--- src/rtl/ysyx_22040127_arb_pkg.sv ---
// rtl/ysyx_22040127_arb_pkg.sv - shared types and constants for the cache memory arbiter
package ysyx_22040127_arb_pkg;

    typedef enum logic [2:0] {
        IDLE  = 3'd0,
        RADDR = 3'd1,
        RDATA = 3'd2,
        WADDR = 3'd3,
        WDATA = 3'd4,
        WRESP = 3'd5
    } arb_state_e;

    typedef enum logic {
        IC = 1'b0,
        DC = 1'b1
    } owner_e;

    localparam logic [2:0] AXI_SIZE_8B = 3'd3;

endpackage

--- src/rtl/ysyx_22040127_rr_arb2.sv ---
// rtl/ysyx_22040127_rr_arb2.sv - two-requester round-robin grant with remembered last owner
module ysyx_22040127_rr_arb2 (
    input  logic clk,
    input  logic rst,
    input  logic en_i,
    input  logic ic_req_i,
    input  logic dc_req_i,
    output logic ic_gnt_o,
    output logic dc_gnt_o
);
    import ysyx_22040127_arb_pkg::*;

    owner_e last_owner_q;
    owner_e last_owner_d;

    // On contention the requester that did not win last time goes first.
    always_comb begin
        ic_gnt_o = 1'b0;
        dc_gnt_o = 1'b0;
        if (en_i) begin
            if (ic_req_i && dc_req_i) begin
                if (last_owner_q == IC) begin
                    dc_gnt_o = 1'b1;
                end else begin
                    ic_gnt_o = 1'b1;
                end
            end else begin
                ic_gnt_o = ic_req_i;
                dc_gnt_o = dc_req_i;
            end
        end
    end

    always_comb begin
        last_owner_d = last_owner_q;
        if (dc_gnt_o) begin
            last_owner_d = DC;
        end else if (ic_gnt_o) begin
            last_owner_d = IC;
        end
    end

    always_ff @(posedge clk) begin
        if (rst) begin
            last_owner_q <= IC;
        end else begin
            last_owner_q <= last_owner_d;
        end
    end

endmodule

--- src/rtl/ysyx_22040127_mem_arbiter.sv ---
// rtl/ysyx_22040127_mem_arbiter.sv - shares one AXI4-subset port between icache refill and dcache refill/writeback
module ysyx_22040127_mem_arbiter #(
    parameter  int ADDR_W = 32,
    parameter  int DATA_W = 64,
    parameter  int LEN_W  = 8,
    localparam int STRB_W = DATA_W / 8
) (
    input  logic              clk,
    input  logic              rst,
    input  logic              ic_req_valid,
    output logic              ic_req_ready,
    input  logic [ADDR_W-1:0] ic_req_addr,
    input  logic [LEN_W-1:0]  ic_req_len,
    input  logic              dc_req_valid,
    output logic              dc_req_ready,
    input  logic [ADDR_W-1:0] dc_req_addr,
    input  logic              dc_req_we,
    input  logic [LEN_W-1:0]  dc_req_len,
    input  logic [2:0]        dc_req_size,
    input  logic [DATA_W-1:0] dc_wdata,
    input  logic [STRB_W-1:0] dc_wstrb,
    output logic              dc_wready,
    output logic              dc_bvalid,
    output logic              ic_rvalid,
    output logic              dc_rvalid,
    output logic [DATA_W-1:0] rsp_data,
    output logic              rsp_last,
    output logic              axi_arvalid,
    output logic [ADDR_W-1:0] axi_araddr,
    output logic [LEN_W-1:0]  axi_arlen,
    output logic [2:0]        axi_arsize,
    input  logic              axi_arready,
    input  logic              axi_rvalid,
    input  logic [DATA_W-1:0] axi_rdata,
    input  logic              axi_rlast,
    output logic              axi_rready,
    output logic              axi_awvalid,
    output logic [ADDR_W-1:0] axi_awaddr,
    output logic [LEN_W-1:0]  axi_awlen,
    output logic [2:0]        axi_awsize,
    input  logic              axi_awready,
    output logic              axi_wvalid,
    output logic [DATA_W-1:0] axi_wdata,
    output logic [STRB_W-1:0] axi_wstrb,
    output logic              axi_wlast,
    input  logic              axi_wready,
    input  logic              axi_bvalid,
    output logic              axi_bready
);
    import ysyx_22040127_arb_pkg::*;

    arb_state_e        state_q;
    owner_e            owner_q;
    logic [ADDR_W-1:0] addr_q;
    logic [LEN_W-1:0]  len_q;
    logic [2:0]        size_q;
    logic [LEN_W-1:0]  cnt_q;
    logic              arvalid_q;
    logic              rready_q;
    logic              awvalid_q;
    logic              wvalid_q;
    logic              bready_q;

    logic ic_gnt;
    logic dc_gnt;
    logic arb_en;
    logic rbeat;

    assign arb_en = (state_q == IDLE) && !rst;

    ysyx_22040127_rr_arb2 u_rr_arb2 (
        .clk      (clk),
        .rst      (rst),
        .en_i     (arb_en),
        .ic_req_i (ic_req_valid),
        .dc_req_i (dc_req_valid),
        .ic_gnt_o (ic_gnt),
        .dc_gnt_o (dc_gnt)
    );

    always_ff @(posedge clk) begin
        if (rst) begin
            state_q   <= IDLE;
            owner_q   <= IC;
            addr_q    <= '0;
            len_q     <= '0;
            size_q    <= '0;
            cnt_q     <= '0;
            arvalid_q <= 1'b0;
            rready_q  <= 1'b0;
            awvalid_q <= 1'b0;
            wvalid_q  <= 1'b0;
            bready_q  <= 1'b0;
        end else begin
            case (state_q)
                IDLE: begin
                    cnt_q <= '0;
                    if (ic_gnt) begin
                        owner_q   <= IC;
                        addr_q    <= ic_req_addr;
                        len_q     <= ic_req_len;
                        size_q    <= AXI_SIZE_8B;
                        arvalid_q <= 1'b1;
                        state_q   <= RADDR;
                    end else if (dc_gnt) begin
                        owner_q <= DC;
                        addr_q  <= dc_req_addr;
                        len_q   <= dc_req_len;
                        size_q  <= dc_req_size;
                        if (dc_req_we) begin
                            awvalid_q <= 1'b1;
                            state_q   <= WADDR;
                        end else begin
                            arvalid_q <= 1'b1;
                            state_q   <= RADDR;
                        end
                    end
                end
                RADDR: begin
                    if (axi_arready) begin
                        arvalid_q <= 1'b0;
                        rready_q  <= 1'b1;
                        state_q   <= RDATA;
                    end
                end
                RDATA: begin
                    if (axi_rvalid && axi_rlast) begin
                        rready_q <= 1'b0;
                        state_q  <= IDLE;
                    end
                end
                WADDR: begin
                    if (axi_awready) begin
                        awvalid_q <= 1'b0;
                        wvalid_q  <= 1'b1;
                        state_q   <= WDATA;
                    end
                end
                WDATA: begin
                    // Leaves on the last beat, so the counter never needs to wrap.
                    if (axi_wready) begin
                        cnt_q <= cnt_q + LEN_W'(1);
                        if (cnt_q == len_q) begin
                            wvalid_q <= 1'b0;
                            bready_q <= 1'b1;
                            state_q  <= WRESP;
                        end
                    end
                end
                WRESP: begin
                    if (axi_bvalid) begin
                        bready_q <= 1'b0;
                        state_q  <= IDLE;
                    end
                end
                default: begin
                    state_q <= IDLE;
                end
            endcase
        end
    end

    assign ic_req_ready = ic_gnt;
    assign dc_req_ready = dc_gnt;

    assign axi_arvalid = arvalid_q;
    assign axi_araddr  = arvalid_q ? addr_q : '0;
    assign axi_arlen   = arvalid_q ? len_q  : '0;
    assign axi_arsize  = arvalid_q ? size_q : '0;
    assign axi_rready  = rready_q;

    assign axi_awvalid = awvalid_q;
    assign axi_awaddr  = awvalid_q ? addr_q : '0;
    assign axi_awlen   = awvalid_q ? len_q  : '0;
    assign axi_awsize  = awvalid_q ? size_q : '0;

    assign axi_wvalid = wvalid_q;
    assign axi_wdata  = wvalid_q ? dc_wdata : '0;
    assign axi_wstrb  = wvalid_q ? dc_wstrb : '0;
    assign axi_wlast  = wvalid_q && (cnt_q == len_q);
    assign dc_wready  = wvalid_q && axi_wready;

    assign axi_bready = bready_q;
    assign dc_bvalid  = bready_q && axi_bvalid;

    // Read beats are forwarded in the same cycle; the caches never stall them.
    assign rbeat     = rready_q && axi_rvalid;
    assign ic_rvalid = rbeat && (owner_q == IC);
    assign dc_rvalid = rbeat && (owner_q == DC);
    assign rsp_data  = rbeat ? axi_rdata : '0;
    assign rsp_last  = rbeat && axi_rlast;

endmodule

--- config.mk ---
export PLATFORM = sky130hd
export DESIGN_NAME = ysyx_22040127_mem_arbiter
export DESIGN_NICKNAME = d
export VERILOG_FILES = /design/src/rtl/ysyx_22040127_arb_pkg.sv /design/src/rtl/ysyx_22040127_rr_arb2.sv /design/src/rtl/ysyx_22040127_mem_arbiter.sv
export SDC_FILE = /design/constraint.sdc
export NUM_CORES = 1
export LEC_CHECK = 0
export CAP_MARGIN = 20
export CORE_AREA = 2 2 183 185
export CTS_BUF_LIST = sky130_fd_sc_hd__clkbuf_4
export DETAILED_ROUTE_END_ITERATION = 10
export DIE_AREA = 0 0 185 187
export HOLD_SLACK_MARGIN = 0.1
export PLACE_DENSITY_LB_ADDON = 0.12
export SLEW_MARGIN = 20
export SYNTH_ARGS = -nofsm -noshare
export SYNTH_HDL_FRONTEND = slang
export SYNTH_SLANG_ARGS = --single-unit
export TNS_END_PERCENT = 20
--- constraint.sdc ---
create_clock -name clk -period 4.4 [get_ports clk]
set_input_delay 0.88 -clock clk [delete_from_list [all_inputs] [get_ports clk]]
set_output_delay 0.88 -clock clk [all_outputs]
set_load 0.03 [all_outputs]
# After elaboration in Yosys (flattened, before gate mapping)
# Index checks and enable logic that the tools add are counted.
# Widths: inputs -> output; s select.
[classes] n_reduce_logical=27 n_eq_ne=17 n_div=0 addsub=1 multipliers=0 order_cmp=0 n_bitwise=1 n_shift=0 n_mux=58
[ops] op="$mux 32" n=4
[ops] op="$mux 64" n=2
[ops] op="$mux 8" n=6
[ops] op="$mux 3" n=12
[ops] op="$mux 1" n=26
[ops] op="$ne 2x2->1 const B" n=9
[ops] op="$pmux 3 s6" n=1
[ops] op="$pmux 8 s2" n=1
[ops] op="$reduce_bool 2->1" n=7
[ops] op="$reduce_and 4->1" n=3
[ops] op="$logic_and 1x1->1" n=10
[ops] op="$pmux 1 s2" n=5
[ops] op="$add 8x1->8 const B" n=1
[ops] op="$eq 8x8->1" n=1
[ops] op="$reduce_and 7->1" n=1
[ops] op="$eq 3x2->1 const B" n=2
[ops] op="$eq 3x3->1 const B" n=2
[ops] op="$ne 3x3->1 const B" n=2
[ops] op="$reduce_and 5->1" n=1
[ops] op="$reduce_and 2->1" n=2
[ops] op="$eq 3x1->1 const B" n=1
[ops] op="$logic_not 3->1" n=1
[ops] op="$reduce_and 3->1" n=1
[ops] op="$mux 2" n=1
[ops] op="2 further kinds" n=2
[word_totals] ramBits=0 mem_bits_ro=0 out_inout_bits=235 latchBits=0 elab_cells=116 memories=0 register_bits=61

# Logic depth before layout (Yosys ltp)
[logic_depth] ltp_word=6 mapped_depth=7

# Modules after synthesis
# A second synthesis with hierarchy kept.
[unflattened] hier_cells=573 area_unflattened_um2=4486.8
[modules_own_cells] mod="ysyx_22040127_mem_arbiter" cells_each=565 area_each_um2=4431.8 n_inst=1
[modules_own_cells] mod="ysyx_22040127_rr_arb2" cells_each=8 area_each_um2=55.1 n_inst=1

# Least setup slack after synthesis
# OpenSTA, ideal clock, no wires.
[synth_path] path_kind="flip-flop to output port" startpoint="register wvalid_q (netlist: axi_wvalid)" endpoint="output axi_wlast" slack_ps=1671 required_ps=3520 stages_incl_launch_ff=4 arrival_ps=1849 cell_sequence="dfxtp_1 clkbuf_1 inv_1 nor4_1"
[synth_between] elab_chain_len=1
[synth_lines] element="from (decl)" line_no="ysyx_22040127_mem_arbiter.sv:61" rtl="logic wvalid_q;"
[synth_lines] element="from (signal assigned)" line_no="ysyx_22040127_mem_arbiter.sv:92" rtl="wvalid_q <= 1'b0;"
[synth_lines] element="from (signal assigned)" line_no="ysyx_22040127_mem_arbiter.sv:135" rtl="wvalid_q <= 1'b1;"
[synth_lines] element="from (signal assigned)" line_no="ysyx_22040127_mem_arbiter.sv:144" rtl="wvalid_q <= 1'b0;"
[synth_lines] element="$logic_and 1x1->1" line_no="ysyx_22040127_mem_arbiter.sv:180" rtl="assign axi_wlast = wvalid_q && (cnt_q == len_q);"
[synth_lines] element="to (decl)" line_no="ysyx_22040127_mem_arbiter.sv:45" rtl="output logic axi_wlast,"
# Every way passes these cells.

# Final worst setup path
[layout_path] startpoint="input dc_req_valid" endpoint="output dc_req_ready"
[layout_between] elab_chain_len=3
[layout_lines] element="from (decl)" line_no="ysyx_22040127_mem_arbiter.sv:14" rtl="input logic dc_req_valid,"
[layout_lines] element="$logic_and 1x1->1" line_no="ysyx_22040127_rr_arb2.sv:21" rtl="if (ic_req_i && dc_req_i) begin"
[layout_lines] element="$mux 1 *" line_no="ysyx_22040127_rr_arb2.sv:21"
[layout_lines] element="$mux 1 *" line_no="ysyx_22040127_rr_arb2.sv:20" rtl="if (en_i) begin"
[layout_lines] element="to (decl)" line_no="ysyx_22040127_mem_arbiter.sv:15" rtl="output logic dc_req_ready,"
# Mark *: on every way between the ends. The rest lies on a longest branch, timed or not.

==> summary.md <==
| Metric | Value |
|---|---|
| Top-Level Pins | 465 |
| Root Driver | clkbuf_4 |
| CTS resizes | 0 |
| Initial antenna violation count | 8 |
| Synthesized cell area | 4510 µm² |
| Async set or reset register ratio after synthesis | 0% |
| Final nets | roughly 1200 |
| Total Die Area | between 30000 and 40000 µm² |
| Setup violations, final | 0 |
| Static leakage | 3.89 nW |
| Setup TNS Final | 0 ns |
| FF+latch count, synth | 61 |
| Final wirelength | approximately 29000 µm |
| PortBufs | 464 |
| Status | finished, final reports clean |
| Synth Area in Adders | less than 1% |
| Met3 Use GR | roughly 6.2% |
| Residual DRC count | 0 |
| All-Layer GR Usage | between 10% and 20% |
| Hold WC Path Type | flip-flop to flip-flop |
| GP Congestion | ~0.77 |
| Crit-path slowest cell | clkdlybuf4s50_1 |
| Seq pwr share | 33.7% |
| Min-delay src | addr_q[22]$_SDFFE_PP0P_ |
| Maximum number of pins on one net before global-route repair | 85 |
| Gate power share | 49.9% |
| ANT nets after route | 0 |
| CTS hold repair buffers | 0 |
| Sw Share | between 40% and 50% |
| Cell Count, Final, Fillers Out | approximately 1500 |
| Top FF cell, synth | dfxtp_1 |
| Syn-to-layout area delta | 115% |
| First-pass GRT wire length | between 30000 and 40000 µm |
| Vias in the first global route | a little under 6000 |
| Largest family of logic cells by synthesized area | simple AND/OR/NAND/NOR gates |
| Max cap viols | 0 |
| Clock tree sinks | ~60 |
| Initial Utilization | 13.7% |
| Sequential fraction of the synthesis area | between 20% and 30% |
| Grt met2 use | between 30% and 40% |
| Cell Rows | 67 |
| CTS buffer count | 9 |
| Critical Path End Type | primary output |
| TritonRoute pass-1 iters | 4 |
| Distinct cells, synth | 47 |
| Mapped Cells | 569 |
| Arrival @ worst endpoint | roughly 2.6 ns |
| RSZ-0062 raised after global routing | no |
| Worst Tran Pin Value | 0.987 ns |
| Syn_area_per_cell | slightly below 8 µm² |
| Worst Path Buf+Inv | 3 |
| Core ar. | approximately 33000 µm² |
| Busiest grt layer | met2 |
| Post-synthesis mux area share | a little under a tenth |
| Pwr dens | ~250 nW/µm² |
| Number of DRC markers in iteration 0 | 183 |
| Total number of vias | around 5700 |
| Post-layout min period | 3.51 ns |
| Endpoint, Worst Hold | addr_q[22]$_SDFFE_PP0P_ |
| Slowest stage delay, CP | about 0.7 ns |
| Drt wl/cell | around 20 µm |
| Warnings, synthesis | 0 |
| Crit path launch type | input port |
| Reg-to-reg slack, setup | 2.14 ns |
| P_sw | between 1 and 1.5 mW |
| Final hold vios | 0 |
| Post-synth EDFFs | 0 |
| Reg-to-reg endpoint | addr_q[28]$_SDFFE_PP0P_ |
| Share of layout cells above drive strength 1 | under 10% |
| Worst hold slack | just over 0.5 ns |
| Met1 GRT Util | 14.8% |
| Hold depth | 2 |
| Aggregate global routing overflow | 0 |
| Clk buf depth | 2 |
| Synth Net Count | 800 |
| Die Ht | approximately 190 µm |
| Slew HR | ~34% |
| Postcts setup bufs | 0 |
| Clock Skew | around 0.018 ns |
| CP most frequent cell | clkdlybuf4s50_1 |
| DR vias/cell | about 3.9 |
| Post-Synth Simple-Gate Area | between 40% and 50% |
| # H-tree levels | 3 |
| Tcrit/Tclk final | between 70% and 80% |
| Compound-Gate Fraction of Synth Area | roughly an eighth |
| Synth Area in XOR/XNOR | approximately 2.1% |
| CTS tree | yes |
| Worst-path cell chain | clkdlybuf4s50_1 > nor2b_1 > nand3_1 > inv_1 > clkdlybuf4s50_1 |
| Maximum fanout along the worst path | 4 |
| Die width | between 150 and 200 µm |
| Clk pwr share | between 10% and 20% |
| Worst reg2reg startpoint | state_q[2]$_SDFFE_PP0P_ |
| Worst VDD drop | ~110 µV |
| Worst R2R Path Depth | 5 |
| Fmax | about 290 MHz |
| Clk pin slew, worst setup/hold paths | 0.10 ns |
| Crit Path Category | input port to primary output |
| Skew-Pair Late Insertion Delay | between 0.4 and 0.5 ns |
| Worst path required time | about 3.5 ns |
| Dpl hpwl | ~23000 µm |
| Worst path top cell family by delay | buffers and inverters |
| Max-slew violations | 0 |
| P_int | between 1 and 1.5 mW |
| Cells after DPL | around 1400 |
metal layers:
metal,wire length [µm],vias up,part of all wire (%)
met2,15400,289,54
met1,9610,2592,34
met4,740,0,2.6
li1,-,2815,-
met3,2910,29,10
met5,0,-,0
power by group through the flow:
stage / registers (mW) / logic, mW / clock network, mW
2_1_floorplan: 0.747 / 0.743 / 0
3_3_place_gp: 0.842 / 1.23 / 0
3_5_place_dp: 0.840 / 1.23 / 0
4_1_cts: 0.830 / 1.24 / 0.428
5_1_grt: 0.852 / 1.31 / 0.443
6_report: 0.822 / 1.22 / 0.402
kinds of logic (layout without fill, tap and decap cells):
logic type                 after synthesis  after routing
and+or+nand+nor                        326            326
AOI/OAI and AO/OA                       70             70
DFF                                     61             61
buffers and inverters                   59            496
muxes                                   41             41
xor gates and xnor gates                11             11
adders and majority gates                1              1
other                                    0              6
area by class of cell:
| cell class | instances | area [µm²] |
|---|---|---|
| Antenna cell | 6 | 15.0 |
| Timing Repair Buffer | 473 | 4710 |
| Inverter | 7 | 26.3 |
| Multi-Input combinational cell | 449 | 3030 |
| Clock inverter | 6 | 53.8 |
| Sequential cell | 61 | 1220 |
| Clock buffer | 10 | 75.1 |
| Fill cell | 3520 | 23200 |
| Tap cell | 448 | 561 |
per-stage QoR:
step	instance area (µm²)	power (mW)	util, %	setup WS, ns
after floorplan	4510	1.49	-	1.67
after global routing	9700	2.61	29.5	0.745
after CTS	9690	2.50	29.5	0.753
after global placement	9560	2.07	29.1	0.924
after detailed placement	9560	2.07	29.1	0.906
final	9700	2.44	29.5	0.894
cell usage in the layout (no fill, tap or decap), types with 5 or more instances in the layout:
cell type        synthesis  routed
xnor2_1                  8       8
a211oi_1                21      21
nor2b_1                  5       5
dfxtp_1                 61      59
mux2i_1                 41      41
and2_1                 161     161
a211oi_2                20      20
and3_1                  69      69
clkdlybuf4s50_1          0     462
nand2_1                 12      12
nand3_1                 10      10
buf_4                    4       8
clkbuf_4                 0      10
nor2_1                  50      50
inv_1                    6       6
diode_2                  0       6
a21oi_1                  9       9
how the worst max path moves through the flow:
stage,cells past startpoint,to,from,slack [ns]
after floorplan,3,axi_wlast,axi_wvalid$_SDFFE_PP0P_,1.67
after global placement,3,rsp_data[48],axi_rvalid,0.92
after detailed placement,5,dc_req_ready,dc_req_valid,0.91
after CTS,3,axi_awaddr[29],axi_awvalid$_SDFFE_PP0P_,0.75
after global routing,3,axi_awaddr[1],axi_awvalid$_SDFFE_PP0P_,0.74
final,5,dc_req_ready,dc_req_valid,0.89
synth_stat cells (4+ instances only):
cell type	count	share of area, %
nand2_1	12	1.0
a211oi_2	20	5.5
buf_4	4	0.67
mux2i_1	41	9.1
buf_2	8	0.89
o21ai_0	4	0.44
nor2b_1	5	0.69
dfxtp_1	61	27
clkbuf_1	37	3.1
nor2_1	50	4.2
and2_1	161	22
a211oi_1	21	3.5
xnor2_1	8	1.6
and3_1	69	9.6
inv_1	6	0.50
nand3_1	10	1.1
a21oi_1	9	1.0
worst min-delay path, delay by kind of cell, from the launching register on:
family           cells  cell delay, ns
AO/OA/AOI/OAI        1            0.05
AND/OR/NAND/NOR      1            0.10
flip-flops           1            0.33
sequential cells by signal (all words and copies together) (netlist names):
name,flops
addr_q,32
axi_arvalid,1
axi_awvalid,1
axi_bready,1
axi_rready,1
axi_wvalid,1
cnt_q,8
len_q,8
owner_q,1
size_q,3
state_q,3
u_rr_arb2.last_owner_q,1
Power figures use the tool's default switching activity.
